===== config.mk =====
export PLATFORM = sky130hd
export DESIGN_NAME = cpu_ctrl_exec
export DESIGN_NICKNAME = d
export VERILOG_FILES = /design/src/rtl/cpu_pkg.sv /design/src/rtl/cpu_sp_reg.sv /design/src/rtl/cpu_ctrl_exec.sv
export SDC_FILE = /design/constraint.sdc
export NUM_CORES = 1
export LEC_CHECK = 0
export BUFFER_PORTS_ARGS = -buffer_cell sky130_fd_sc_hd__buf_2
export CAP_MARGIN = 5
export CORE_MARGIN = 3
export CORE_UTILIZATION = 53
export DETAILED_ROUTE_END_ITERATION = 12
export HOLD_SLACK_MARGIN = 0.12
export MAX_ROUTING_LAYER = met4
export PLACE_DENSITY_LB_ADDON = 0.25
export REMOVE_ABC_BUFFERS = 1
export SKIP_LAST_GASP = 1
export SYNTH_ARGS = -nofsm -noshare
export SYNTH_HDL_FRONTEND = slang
export SYNTH_SLANG_ARGS = --single-unit
export TNS_END_PERCENT = 1

===== constraint.sdc =====
create_clock -name clk -period 5.05 [get_ports clk]
set_clock_uncertainty 0.1 [all_clocks]
set_input_delay 0.2525 -clock clk [delete_from_list [all_inputs] [get_ports clk]]
set_output_delay 0.2525 -clock clk [all_outputs]
set_load 0.01 [all_outputs]

===== src/rtl/cpu_pkg.sv =====
// Shared CPU control definitions: sequencer state codes, opcodes, jump conditions,
// address-mux encodings and the registered strobe bundle driven by the execution block.
package cpu_pkg;

   localparam logic [7:0] STATE_NEXT       = 8'h00;
   localparam logic [7:0] STATE_FETCH_PC   = 8'h01;
   localparam logic [7:0] STATE_FETCH_INST = 8'h02;
   localparam logic [7:0] STATE_HALT       = 8'h03;
   localparam logic [7:0] STATE_JUMP       = 8'h04;
   localparam logic [7:0] STATE_OUT        = 8'h05;
   localparam logic [7:0] STATE_ALU_OUT    = 8'h06;
   localparam logic [7:0] STATE_ALU_EXEC   = 8'h07;
   localparam logic [7:0] STATE_MOV_STORE  = 8'h08;
   localparam logic [7:0] STATE_MOV_FETCH  = 8'h09;
   localparam logic [7:0] STATE_MOV_LOAD   = 8'h0A;
   localparam logic [7:0] STATE_FETCH_SP   = 8'h0C;
   localparam logic [7:0] STATE_PC_STORE   = 8'h0D;
   localparam logic [7:0] STATE_TMP_JUMP   = 8'h0E;
   localparam logic [7:0] STATE_RET        = 8'h0F;
   localparam logic [7:0] STATE_INC_SP     = 8'h10;
   localparam logic [7:0] STATE_SET_ADDR   = 8'h11;
   localparam logic [7:0] STATE_IN         = 8'h12;
   localparam logic [7:0] STATE_REG_STORE  = 8'h13;
   localparam logic [7:0] STATE_SET_REG    = 8'h14;

   localparam logic [7:0] OP_NOP  = 8'h00;
   localparam logic [7:0] OP_HLT  = 8'h01;
   localparam logic [7:0] OP_JMP  = 8'h02;
   localparam logic [7:0] OP_CALL = 8'h03;
   localparam logic [7:0] OP_RET  = 8'h04;
   localparam logic [7:0] OP_PUSH = 8'h05;
   localparam logic [7:0] OP_POP  = 8'h06;
   localparam logic [7:0] OP_MOV  = 8'h07;
   localparam logic [7:0] OP_LDI  = 8'h08;
   localparam logic [7:0] OP_ALU  = 8'h09;
   localparam logic [7:0] OP_CMP  = 8'h0A;
   localparam logic [7:0] OP_IN   = 8'h0B;
   localparam logic [7:0] OP_OUT  = 8'h0C;

   localparam logic [2:0] JC_ALWAYS = 3'd0;
   localparam logic [2:0] JC_Z      = 3'd1;
   localparam logic [2:0] JC_NZ     = 3'd2;
   localparam logic [2:0] JC_C      = 3'd3;
   localparam logic [2:0] JC_NC     = 3'd4;

   localparam logic [1:0] ADDR_PC  = 2'd0;
   localparam logic [1:0] ADDR_SP  = 2'd1;
   localparam logic [1:0] ADDR_TMP = 2'd2;

   typedef struct packed {
      logic [1:0] addr_sel;
      logic       mem_rd;
      logic       mem_wr;
      logic       io_rd;
      logic       io_wr;
      logic       pc_inc;
      logic       pc_load;
      logic       ir_load;
      logic       tmp_load;
      logic       reg_we;
      logic [2:0] reg_sel;
      logic       pc_to_bus;
      logic       alu_en;
      logic [2:0] alu_op;
      logic       bad_state;
   } ctrl_t;

   localparam int    CTRL_W    = $bits(ctrl_t);
   localparam ctrl_t CTRL_IDLE = ctrl_t'({CTRL_W{1'b0}});

   // flags is {C,Z}; unknown condition codes never jump
   function automatic logic jump_taken(input logic [2:0] cond, input logic [1:0] flags);
      logic taken;
      case (cond)
         JC_ALWAYS: taken = 1'b1;
         JC_Z:      taken = flags[0];
         JC_NZ:     taken = ~flags[0];
         JC_C:      taken = flags[1];
         JC_NC:     taken = ~flags[1];
         default:   taken = 1'b0;
      endcase
      return taken;
   endfunction

endpackage


===== src/rtl/cpu_sp_reg.sv =====
// 8-bit downward-growing stack pointer; wraps modulo 256, holds while frozen.
module cpu_sp_reg
   import cpu_pkg::*;
#(
   parameter logic [7:0] SP_RESET = 8'hFF
) (
   input  logic       clk,
   input  logic       reset_cycle,
   input  logic       inc,
   input  logic       dec,
   input  logic       freeze,
   output logic [7:0] sp
);

   logic [7:0] sp_r;

   // stack pointer register
   always_ff @(posedge clk or posedge reset_cycle) begin
      if (reset_cycle) begin
         sp_r <= SP_RESET;
      end else if (freeze) begin
         sp_r <= sp_r;
      end else if (inc) begin
         sp_r <= sp_r + 8'd1;
      end else if (dec) begin
         sp_r <= sp_r - 8'd1;
      end else begin
         sp_r <= sp_r;
      end
   end

   assign sp = sp_r;

endmodule


===== src/rtl/cpu_ctrl_exec.sv =====
// Execution side of the CPU control path: decodes the sequencer state into registered
// datapath strobes and owns the stack pointer, the {C,Z} flags and the halt latch.
module cpu_ctrl_exec
   import cpu_pkg::*;
#(
   parameter logic [7:0] SP_RESET = 8'hFF,
   parameter logic [2:0] MEM_REG  = 3'd7
) (
   input  logic       clk,
   input  logic       reset_cycle,
   input  logic [7:0] state,
   input  logic [7:0] opcode,
   input  logic [7:0] instruction,
   input  logic       alu_z,
   input  logic       alu_c,
   output logic [1:0] addr_sel,
   output logic       mem_rd,
   output logic       mem_wr,
   output logic       io_rd,
   output logic       io_wr,
   output logic       pc_inc,
   output logic       pc_load,
   output logic       ir_load,
   output logic       tmp_load,
   output logic       reg_we,
   output logic [2:0] reg_sel,
   output logic       pc_to_bus,
   output logic       alu_en,
   output logic [2:0] alu_op,
   output logic [7:0] sp,
   output logic [1:0] flags,
   output logic       halted,
   output logic       bad_state
);

   ctrl_t      ctrl_s;
   ctrl_t      ctrl_r;
   logic       set_halt_s;
   logic       sp_inc_s;
   logic       sp_dec_s;
   logic       flag_we_s;
   logic [1:0] flags_r;
   logic       halted_r;
   logic [2:0] dst_s;
   logic [2:0] src_s;
   logic       unused_inputs_s;

   assign dst_s           = instruction[5:3];
   assign src_s           = instruction[2:0];
   assign unused_inputs_s = ^{opcode, instruction[7:6]};

   // state decode; a halted core issues nothing and leaves SP and flags alone
   always_comb begin
      ctrl_s     = CTRL_IDLE;
      set_halt_s = 1'b0;
      sp_inc_s   = 1'b0;
      sp_dec_s   = 1'b0;
      flag_we_s  = 1'b0;
      if (halted_r) begin
         ctrl_s = CTRL_IDLE;
      end else begin
         case (state)
            STATE_NEXT: ctrl_s = CTRL_IDLE;
            STATE_FETCH_PC: begin
               ctrl_s.addr_sel = ADDR_PC;
               ctrl_s.mem_rd   = 1'b1;
               ctrl_s.pc_inc   = 1'b1;
            end
            STATE_FETCH_INST: begin
               ctrl_s.ir_load  = 1'b1;
               ctrl_s.tmp_load = 1'b1;
            end
            STATE_HALT: set_halt_s = 1'b1;
            STATE_JUMP: ctrl_s.pc_load = jump_taken(src_s, flags_r);
            STATE_OUT: begin
               ctrl_s.io_wr   = 1'b1;
               ctrl_s.reg_sel = dst_s;
            end
            STATE_IN: begin
               ctrl_s.io_rd   = 1'b1;
               ctrl_s.reg_we  = 1'b1;
               ctrl_s.reg_sel = dst_s;
            end
            STATE_SET_ADDR: ctrl_s.addr_sel = ADDR_TMP;
            STATE_ALU_EXEC: begin
               ctrl_s.alu_en = 1'b1;
               ctrl_s.alu_op = dst_s;
               flag_we_s     = 1'b1;
            end
            STATE_ALU_OUT: begin
               ctrl_s.reg_we  = 1'b1;
               ctrl_s.reg_sel = 3'd0;
            end
            STATE_MOV_FETCH: begin
               ctrl_s.reg_sel = src_s;
               if (src_s == MEM_REG) begin
                  ctrl_s.addr_sel = ADDR_TMP;
                  ctrl_s.mem_rd   = 1'b1;
               end else begin
                  ctrl_s.addr_sel = ADDR_PC;
               end
            end
            STATE_MOV_LOAD: ctrl_s.tmp_load = 1'b1;
            STATE_MOV_STORE: begin
               ctrl_s.reg_sel = dst_s;
               if (dst_s == MEM_REG) begin
                  ctrl_s.mem_wr = 1'b1;
               end else begin
                  ctrl_s.reg_we = 1'b1;
               end
            end
            STATE_FETCH_SP: ctrl_s.addr_sel = ADDR_SP;
            STATE_REG_STORE: begin
               ctrl_s.mem_wr  = 1'b1;
               ctrl_s.reg_sel = src_s;
               sp_dec_s       = 1'b1;
            end
            STATE_PC_STORE: begin
               ctrl_s.mem_wr    = 1'b1;
               ctrl_s.pc_to_bus = 1'b1;
               sp_dec_s         = 1'b1;
            end
            STATE_TMP_JUMP: ctrl_s.pc_load = 1'b1;
            STATE_INC_SP:   sp_inc_s = 1'b1;
            STATE_RET: begin
               ctrl_s.mem_rd  = 1'b1;
               ctrl_s.pc_load = 1'b1;
            end
            STATE_SET_REG: begin
               ctrl_s.reg_we  = 1'b1;
               ctrl_s.reg_sel = dst_s;
            end
            default: ctrl_s.bad_state = 1'b1;
         endcase
      end
   end

   // output register bank, flags and halt latch
   always_ff @(posedge clk or posedge reset_cycle) begin
      if (reset_cycle) begin
         ctrl_r   <= CTRL_IDLE;
         flags_r  <= 2'b00;
         halted_r <= 1'b0;
      end else begin
         ctrl_r   <= ctrl_s;
         flags_r  <= flag_we_s ? {alu_c, alu_z} : flags_r;
         halted_r <= halted_r | set_halt_s;
      end
   end

   cpu_sp_reg #(
      .SP_RESET (SP_RESET)
   ) u_sp (
      .clk         (clk),
      .reset_cycle (reset_cycle),
      .inc         (sp_inc_s),
      .dec         (sp_dec_s),
      .freeze      (halted_r),
      .sp          (sp)
   );

   assign addr_sel  = ctrl_r.addr_sel;
   assign mem_rd    = ctrl_r.mem_rd;
   assign mem_wr    = ctrl_r.mem_wr;
   assign io_rd     = ctrl_r.io_rd;
   assign io_wr     = ctrl_r.io_wr;
   assign pc_inc    = ctrl_r.pc_inc;
   assign pc_load   = ctrl_r.pc_load;
   assign ir_load   = ctrl_r.ir_load;
   assign tmp_load  = ctrl_r.tmp_load;
   assign reg_we    = ctrl_r.reg_we;
   assign reg_sel   = ctrl_r.reg_sel;
   assign pc_to_bus = ctrl_r.pc_to_bus;
   assign alu_en    = ctrl_r.alu_en;
   assign alu_op    = ctrl_r.alu_op;
   assign bad_state = ctrl_r.bad_state;
   assign flags     = flags_r;
   assign halted    = halted_r;

endmodule


==> run metrics, run 1 <==
grt ovf=0; H-tree depth=2; sequential area share after synthesis=0.467; Max stage delay on crit path=0.60 ns; largest net degree at the start of global routing=32; most common cell after layout, fill and taps aside=buf_2; Power Density=a little under 400 nW/um^2; clk sinks=31; Clk Latency, worst-skew pair=0.31 ns; routed via count=~1400; critical path's top delay family=adder cells; syn avg cell area=10.8 sq um; Rel. slew slack=0.630; vias in the first global route=1405; gr usage total=0.201; hpwl dp=2620 um; slowest stage cell, crit path=fa_1; Root Driver=clkbuf_4; Initial Util=0.580; Layout Nets=248; Rows=19; library cells used by synthesis=slightly below 50; CP Class=register to register; DRT antenna net count=0; final critical-path share of the clock period=0.560; DRT iter0 DRCs=70; reg2reg setup slack=2.22 ns; Yosys reg bits=31; Post-CTS Setup Bufs=0; Post-synth ARST share=1.00; crit path launch type=register; die area=3890 sq um; number of cells produced by synthesis=156; DRC Markers=0; RSZ-0062 raised after global routing=no; drt pass-1 iters=4; critical-path cell list=nand3b_1 > fa_1 > a211oi_1 > o21bai_1 > a21oi_1 > xnor2_1 > mux2_2; Die W=between 60 and 70 um; Yosys warnings=0; first-pass GRT wire length=6120 um; final hold viol count=0; Netlist Area Pre-Place=around 1700 sq um; top_reg_cell synth=dfrtp_1; layout cells sized above 1=0.369; setup violators final=0; clk buf depth=2; run status=finished, final reports clean; number of flops mapped to enable cells by yosys=0; commonest non-fill, non-tap cells in the layout=buf_2 (48), dfrtp_1 (23), nor2_1 (10); WP data arrival=2.97 ns; worst hold path class=primary input to register; Worst EP required=5.20 ns; clock-pin slew on the worst setup and hold paths=0.09 ns; hold buffer count at CTS=9; Fmax=354 MHz; max-slew violations=0; Vias/cell=about 5.5; power after layout=0.000801 W; Tightest Pin Transition=0.555 ns; cts bufs inserted=5; die height=just over 60 um; DR WL/cell=14.0 um; GPL Wtd Cong=0.857; ANT cells=0; maximum vdd ir drop=232 uV; P&R area growth vs syn=23.8%; Port Buffer Count=48; CP Buf/Inv Count=0; WL final=around 3600 um; crit path capture type=register; Post-Route Setup TNS=0 ns; critical path fanouts, max=18; Leak=1.01 nW; CTS resizes=0; Final min period=around 2.8 ns; Ports=59; Core ar.=2900 sq um; CTS tree=built; # Max-Cap Violations=0; initial antenna violation count=0
==> per-stage QoR <==
step	util	cells	setup slack, ns	area, sq um	hold slack (ns)
floorplan	-	148	2.59	1630	0.223
finish	0.718	256	2.22	2080	0.186
detailed placement	0.667	239	2.07	1930	0.240
global route	0.718	256	2.04	2080	0.184
CTS	0.718	256	2.23	2080	0.162
global placement	0.667	239	2.17	1930	0.228
==> routing by layer <==
metal  track usage  wire, um  vias to the layer above
met5             -         0                        -
met4        0.0496        30                        0
met3        0.0541       195                        7
met2         0.348      1810                       47
met1         0.233      1540                      666
li1              -         -                      686
==> flip-flops by register name, summed over array words and instances, names as in the netlist, 2 cells and up <==
register	count
alu_op	3
reg_sel	3
flags	2
u_sp.sp	8
addr_sel	2
==> power by group <==
group          leakage (nW)  total [W]  switching (W)  internal [W]
logic                 0.580   0.000320       0.000159      0.000161
clock network        0.0353   0.000144      0.0000769     0.0000674
registers             0.399   0.000336      0.0000339      0.000302
==> Yosys cell counts, types with 4 or more instances <==
library cell  instances  area share
nor4_1                4       0.015
nor2_1               10       0.022
nor3_1                7       0.021
mux2_2                8       0.054
xor2_1                4       0.021
nand2_1               8       0.018
xnor2_1               5       0.026
ha_1                  6       0.045
dfstp_2               8        0.12
nand3_1               5       0.015
a21oi_1               8       0.024
o21ai_0               5       0.015
dfrtp_1              23        0.34
==> cells by family after synthesis <==
kind of cell | after synthesis | synth area share
buffers and inverters | 11 | 0.0364
flip-flops | 31 | 0.467
XOR/XNOR | 9 | 0.0468
adder cells (fa/ha/maj) | 7 | 0.0565
AND/OR/NAND/NOR | 58 | 0.210
multiplexers | 10 | 0.0654
AO/OA/AOI/OAI | 30 | 0.117
==> path summary, 6_finish.rpt <==
kind | endpoint | from | cells after the start
worst max-delay path | u_sp.sp[6]$_DFFE_PP1P_ | halted$_DFF_PP0_ | 7
worst min-delay path | io_rd$_DFF_PP0_ | state[4] | 3
worst max register to register | u_sp.sp[6]$_DFFE_PP1P_ | halted$_DFF_PP0_ | 7
worst min register to register | u_sp.sp[7]$_DFFE_PP1P_ | u_sp.sp[7]$_DFFE_PP1P_ | 1
max in group asynchronous | u_sp.sp[7]$_DFFE_PP1P_ | reset_cycle | 4
min in group asynchronous | alu_op[0]$_DFF_PP0_ | reset_cycle | 4
==> cell type report <==
| type | instances | area [sq um] |
|---|---|---|
| Clock buffer | 7 | 55.1 |
| Clock inverter | 1 | 5.00 |
| Fill cell | 222 | 817 |
| Inverter | 3 | 11.3 |
| Multi-Input combinational cell | 114 | 836 |
| Sequential cell | 31 | 786 |
| Tap cell | 42 | 52.6 |
| Timing Repair Buffer | 58 | 338 |
==> tightest hold or removal path, stage by stage <==
cell	delay (ns)
buf_2	0.18
nand2_1	0.08
nor3_1	0.04
No activity file was read; power rests on OpenSTA's default activity.
==> run 2, diff against run 1 <==
--- a/config.mk
+++ b/config.mk
@@ -5,10 +5,11 @@
 export SDC_FILE = /design/constraint.sdc
 export NUM_CORES = 1
 export LEC_CHECK = 0
+export ABC_AREA = 1
 export BUFFER_PORTS_ARGS = -buffer_cell sky130_fd_sc_hd__buf_2
 export CAP_MARGIN = 5
 export CORE_MARGIN = 3
-export CORE_UTILIZATION = 53
+export CORE_UTILIZATION = 50
 export DETAILED_ROUTE_END_ITERATION = 12
 export HOLD_SLACK_MARGIN = 0.12
 export MAX_ROUTING_LAYER = met4
==> constraint.sdc (replaced) <==
create_clock -name clk -period 2.8 [get_ports clk]
set_clock_uncertainty 0.1 [all_clocks]
set_input_delay 0.14 -clock clk [delete_from_list [all_inputs] [get_ports clk]]
set_output_delay 0.14 -clock clk [all_outputs]
set_load 0.01 [all_outputs]
==> run 2 against run 1 <==
Compared with the run above: sequential power rose by 33%; final cell count rose by 41%; sequential share of layout area fell by 4.5 points; routed wire length rose by 20%; total power rose by 11%; combinational power fell by 76%; utilization fell by 2.5 points; hold slack got worse by 0.041 ns; die area rose by 13%; global-route usage rose by 3.0 points; setup slack got worse by 1.9 ns; critical path type is now primary input to register; largest power group unchanged.
==> run metrics, run 2 <==
library cells used by synthesis=24 (-51%); RSZ-0062 raised after global routing=no; Core ar.=3420 sq um (+18%); CTS tree=built; clk sinks=31 (unchanged); DRC Markers=0 (unchanged); first-pass GRT wire length=7380 um (+21%); crit path capture type=register; Max stage delay on crit path=0.54 ns (-0.06 ns); Sw Ratio=0.224 (-0.113); Top Usage Layer GRT=met2; final critical-path share of the clock period=0.897; syn avg cell area=7.49 sq um (-31%); register share of total power=0.504 (+0.084); critical path fanouts, max=9 (-9); P&R area growth vs syn=30.7%; Power Density=376 nW/um^2 (-2.2%); Tightest Pin Transition=0.960 ns (+0.405 ns); CP dominant cell by count=nand2_1; top cells by count, synth=nand2_1 (76), nor2_1 (32), inv_1 (27); final hold viol count=0 (unchanged); Netlist Area Pre-Place=1810 sq um (+7.7%); setup violators final=0 (unchanged); top post-synthesis cells by area=dfrtp_1 (32%), nand2_1 (16%), dfstp_2 (12%), nor2_1 (6.6%), inv_1 (5.6%); DRT antenna net count=0 (unchanged); vias in the first global route=1703 (+21%); worst hold path class=primary input to register; Rows=21 (+2); Vias/cell=4.90 (-11%); cts bufs inserted=5 (unchanged); Ports=59 (unchanged); hpwl dp=3150 um (+20%); max reg flops=8 (unchanged); reg2reg setup slack=0.68 ns (-1.54 ns); Post-synth ARST share=1.00 (unchanged); ANT cells=0 (unchanged); grt ovf=0 (unchanged); GPL Wtd Cong=0.966 (+13%); most common cell after layout, fill and taps aside=nand2_1; number of cells produced by synthesis=242 (+55%); Fmax=398 MHz; met3 Resource Use GR=0.0510 (-0.00303); top_reg_cell synth=dfrtp_1; Rel. slew slack=0.359 (-0.271); Clk Latency, worst-skew pair=0.33 ns (+0.02 ns); max-slew violations=0 (unchanged); slowest stage cell, crit path=dlygate4sd3_1; DRT iter0 DRCs=58 (-17%); gr usage total=0.231 (+0.0297); clk buf depth=2 (unchanged); Psw=0.000200 W (-26%); routed via count=1769 (+26%); WL final=4290 um (+20%); # Max-Cap Violations=0 (unchanged); drt pass-1 iters=4 (unchanged); commonest non-fill, non-tap cells in the layout=nand2_1 (76), buf_2 (48), nor2_1 (32); clock-pin slew on the worst setup and hold paths=0.10 ns (about the same); Post-Route Setup TNS=0 ns (unchanged); run status=finished, final reports clean; Worst EP required=2.98 ns (-2.22 ns); die area=4380 sq um (+13%); Clk pwr share=0.412 (+0.232); Leak=1.30 nW (+29%); power after layout=0.000890 W (+11%); maximum vdd ir drop=517 uV (+120%); die height=66.2 um (+6.2%); Yosys warnings=0 (unchanged); H-tree depth=2 (unchanged); combinational power share=0.085 (-0.315); met2 Track Usage GR=0.375 (+0.0273); Root Driver=clkbuf_4; layout cells sized above 1=0.283 (-0.0866); GR Util met1=0.271 (+0.0378); area leader, netlist=dfrtp_1; WP data arrival=2.69 ns (-0.28 ns); number of flops mapped to enable cells by yosys=0 (unchanged); initial antenna violation count=0 (unchanged); top-count cell post-synth=nand2_1; critical-path cell list=dlygate4sd3_1 > buf_2 > nor2_2 > nand2_2 > nor2_2 > nand2_2 > ha_1 > or2_2 > nand3_1 > nand2_1 > nand2_1 > nand3_2 > nand2_1 > nand2_1; Port Buffer Count=48 (unchanged); Yosys reg bits=31 (unchanged); sequential area share after synthesis=0.434 (-0.0332); Die W=66.2 um (+6.2%); Layout Nets=349 (+41%); Initial Util=0.530 (-0.0498); largest net degree at the start of global routing=27 (-16%); crit path launch type=primary input; CP Class=primary input to register; Final min period=2.51 ns; internal power=0.000690 W (+30%); Synth top area share=0.318 (-0.0243); DR WL/cell=11.9 um (-15%)
run 2: layer usage:
layer  part of all wire  up-vias
met1               0.43      797
met4              0.024        0
met2               0.49       52
li1                   -      910
met3              0.056       10
met5                  0        -
run 2: cell type report:
class	instances	area (sq um)
fillers	306	1050
multi-input cells	180	907
flip-flops and latches	31	786
repair buffers	66	415
inverters	30	115
well taps	46	57.6
clock buffers	6	51.3
clock inverters	2	35.0
run 2: power by group through the flow:
stage | clock network (W) | logic [W] | registers, W
after floorplan | 0 | 0.0000316 | 0.000456
after global placement | 0 | 0.0000591 | 0.000456
after detailed placement | 0 | 0.0000593 | 0.000456
after CTS | 0.000377 | 0.0000749 | 0.000448
after global routing | 0.000399 | 0.0000857 | 0.000448
final | 0.000366 | 0.0000754 | 0.000448
run 2: final timing paths:
check | from | endpoint | depth (start not counted)
max in group asynchronous | reset_cycle | u_sp.sp[3]$_DFFE_PP1P_ | 4
worst max-delay path | state[1] | u_sp.sp[7]$_DFFE_PP1P_ | 14
worst min-delay path | state[4] | addr_sel[1]$_DFF_PP0_ | 5
worst max register to register | halted$_DFF_PP0_ | u_sp.sp[7]$_DFFE_PP1P_ | 10
min in group asynchronous | reset_cycle | alu_op[0]$_DFF_PP0_ | 3
worst min register to register | u_sp.sp[6]$_DFFE_PP1P_ | u_sp.sp[6]$_DFFE_PP1P_ | 2
run 2: through the flow:
step	cell area, sq um	hold WS [ns]	util	worst slack, ns	instances
floorplan	1810	0.138	-	0.648	241
global placement	2120	0.237	0.621	0.537	337
detailed placement	2120	0.245	0.621	0.507	337
CTS	2370	0.127	0.693	0.322	361
global route	2370	0.153	0.693	0.162	361
finish	2370	0.145	0.693	0.289	361
run 2: cell families after synthesis:
family,synth area share
xor gates and xnor gates,0.0193
buffers and inverters,0.0656
AOI/OAI and AO/OA,0.0649
DFF,0.434
and+or+nand+nor,0.364
adders and majority gates,0.0525
run 2: critical path: cells and delay by family:
kind | cells | cell delay, ns
simple gates | 11 | 1.46
fa+ha+maj | 1 | 0.38
buf+inv | 2 | 0.71
run 2: repair_timing:
item | CTS | global route
resized for setup | 0 | 0
setup buffers | 0 | 0
endpoints found under the hold margin | 41 | 0
hold buffers | 16 | 0
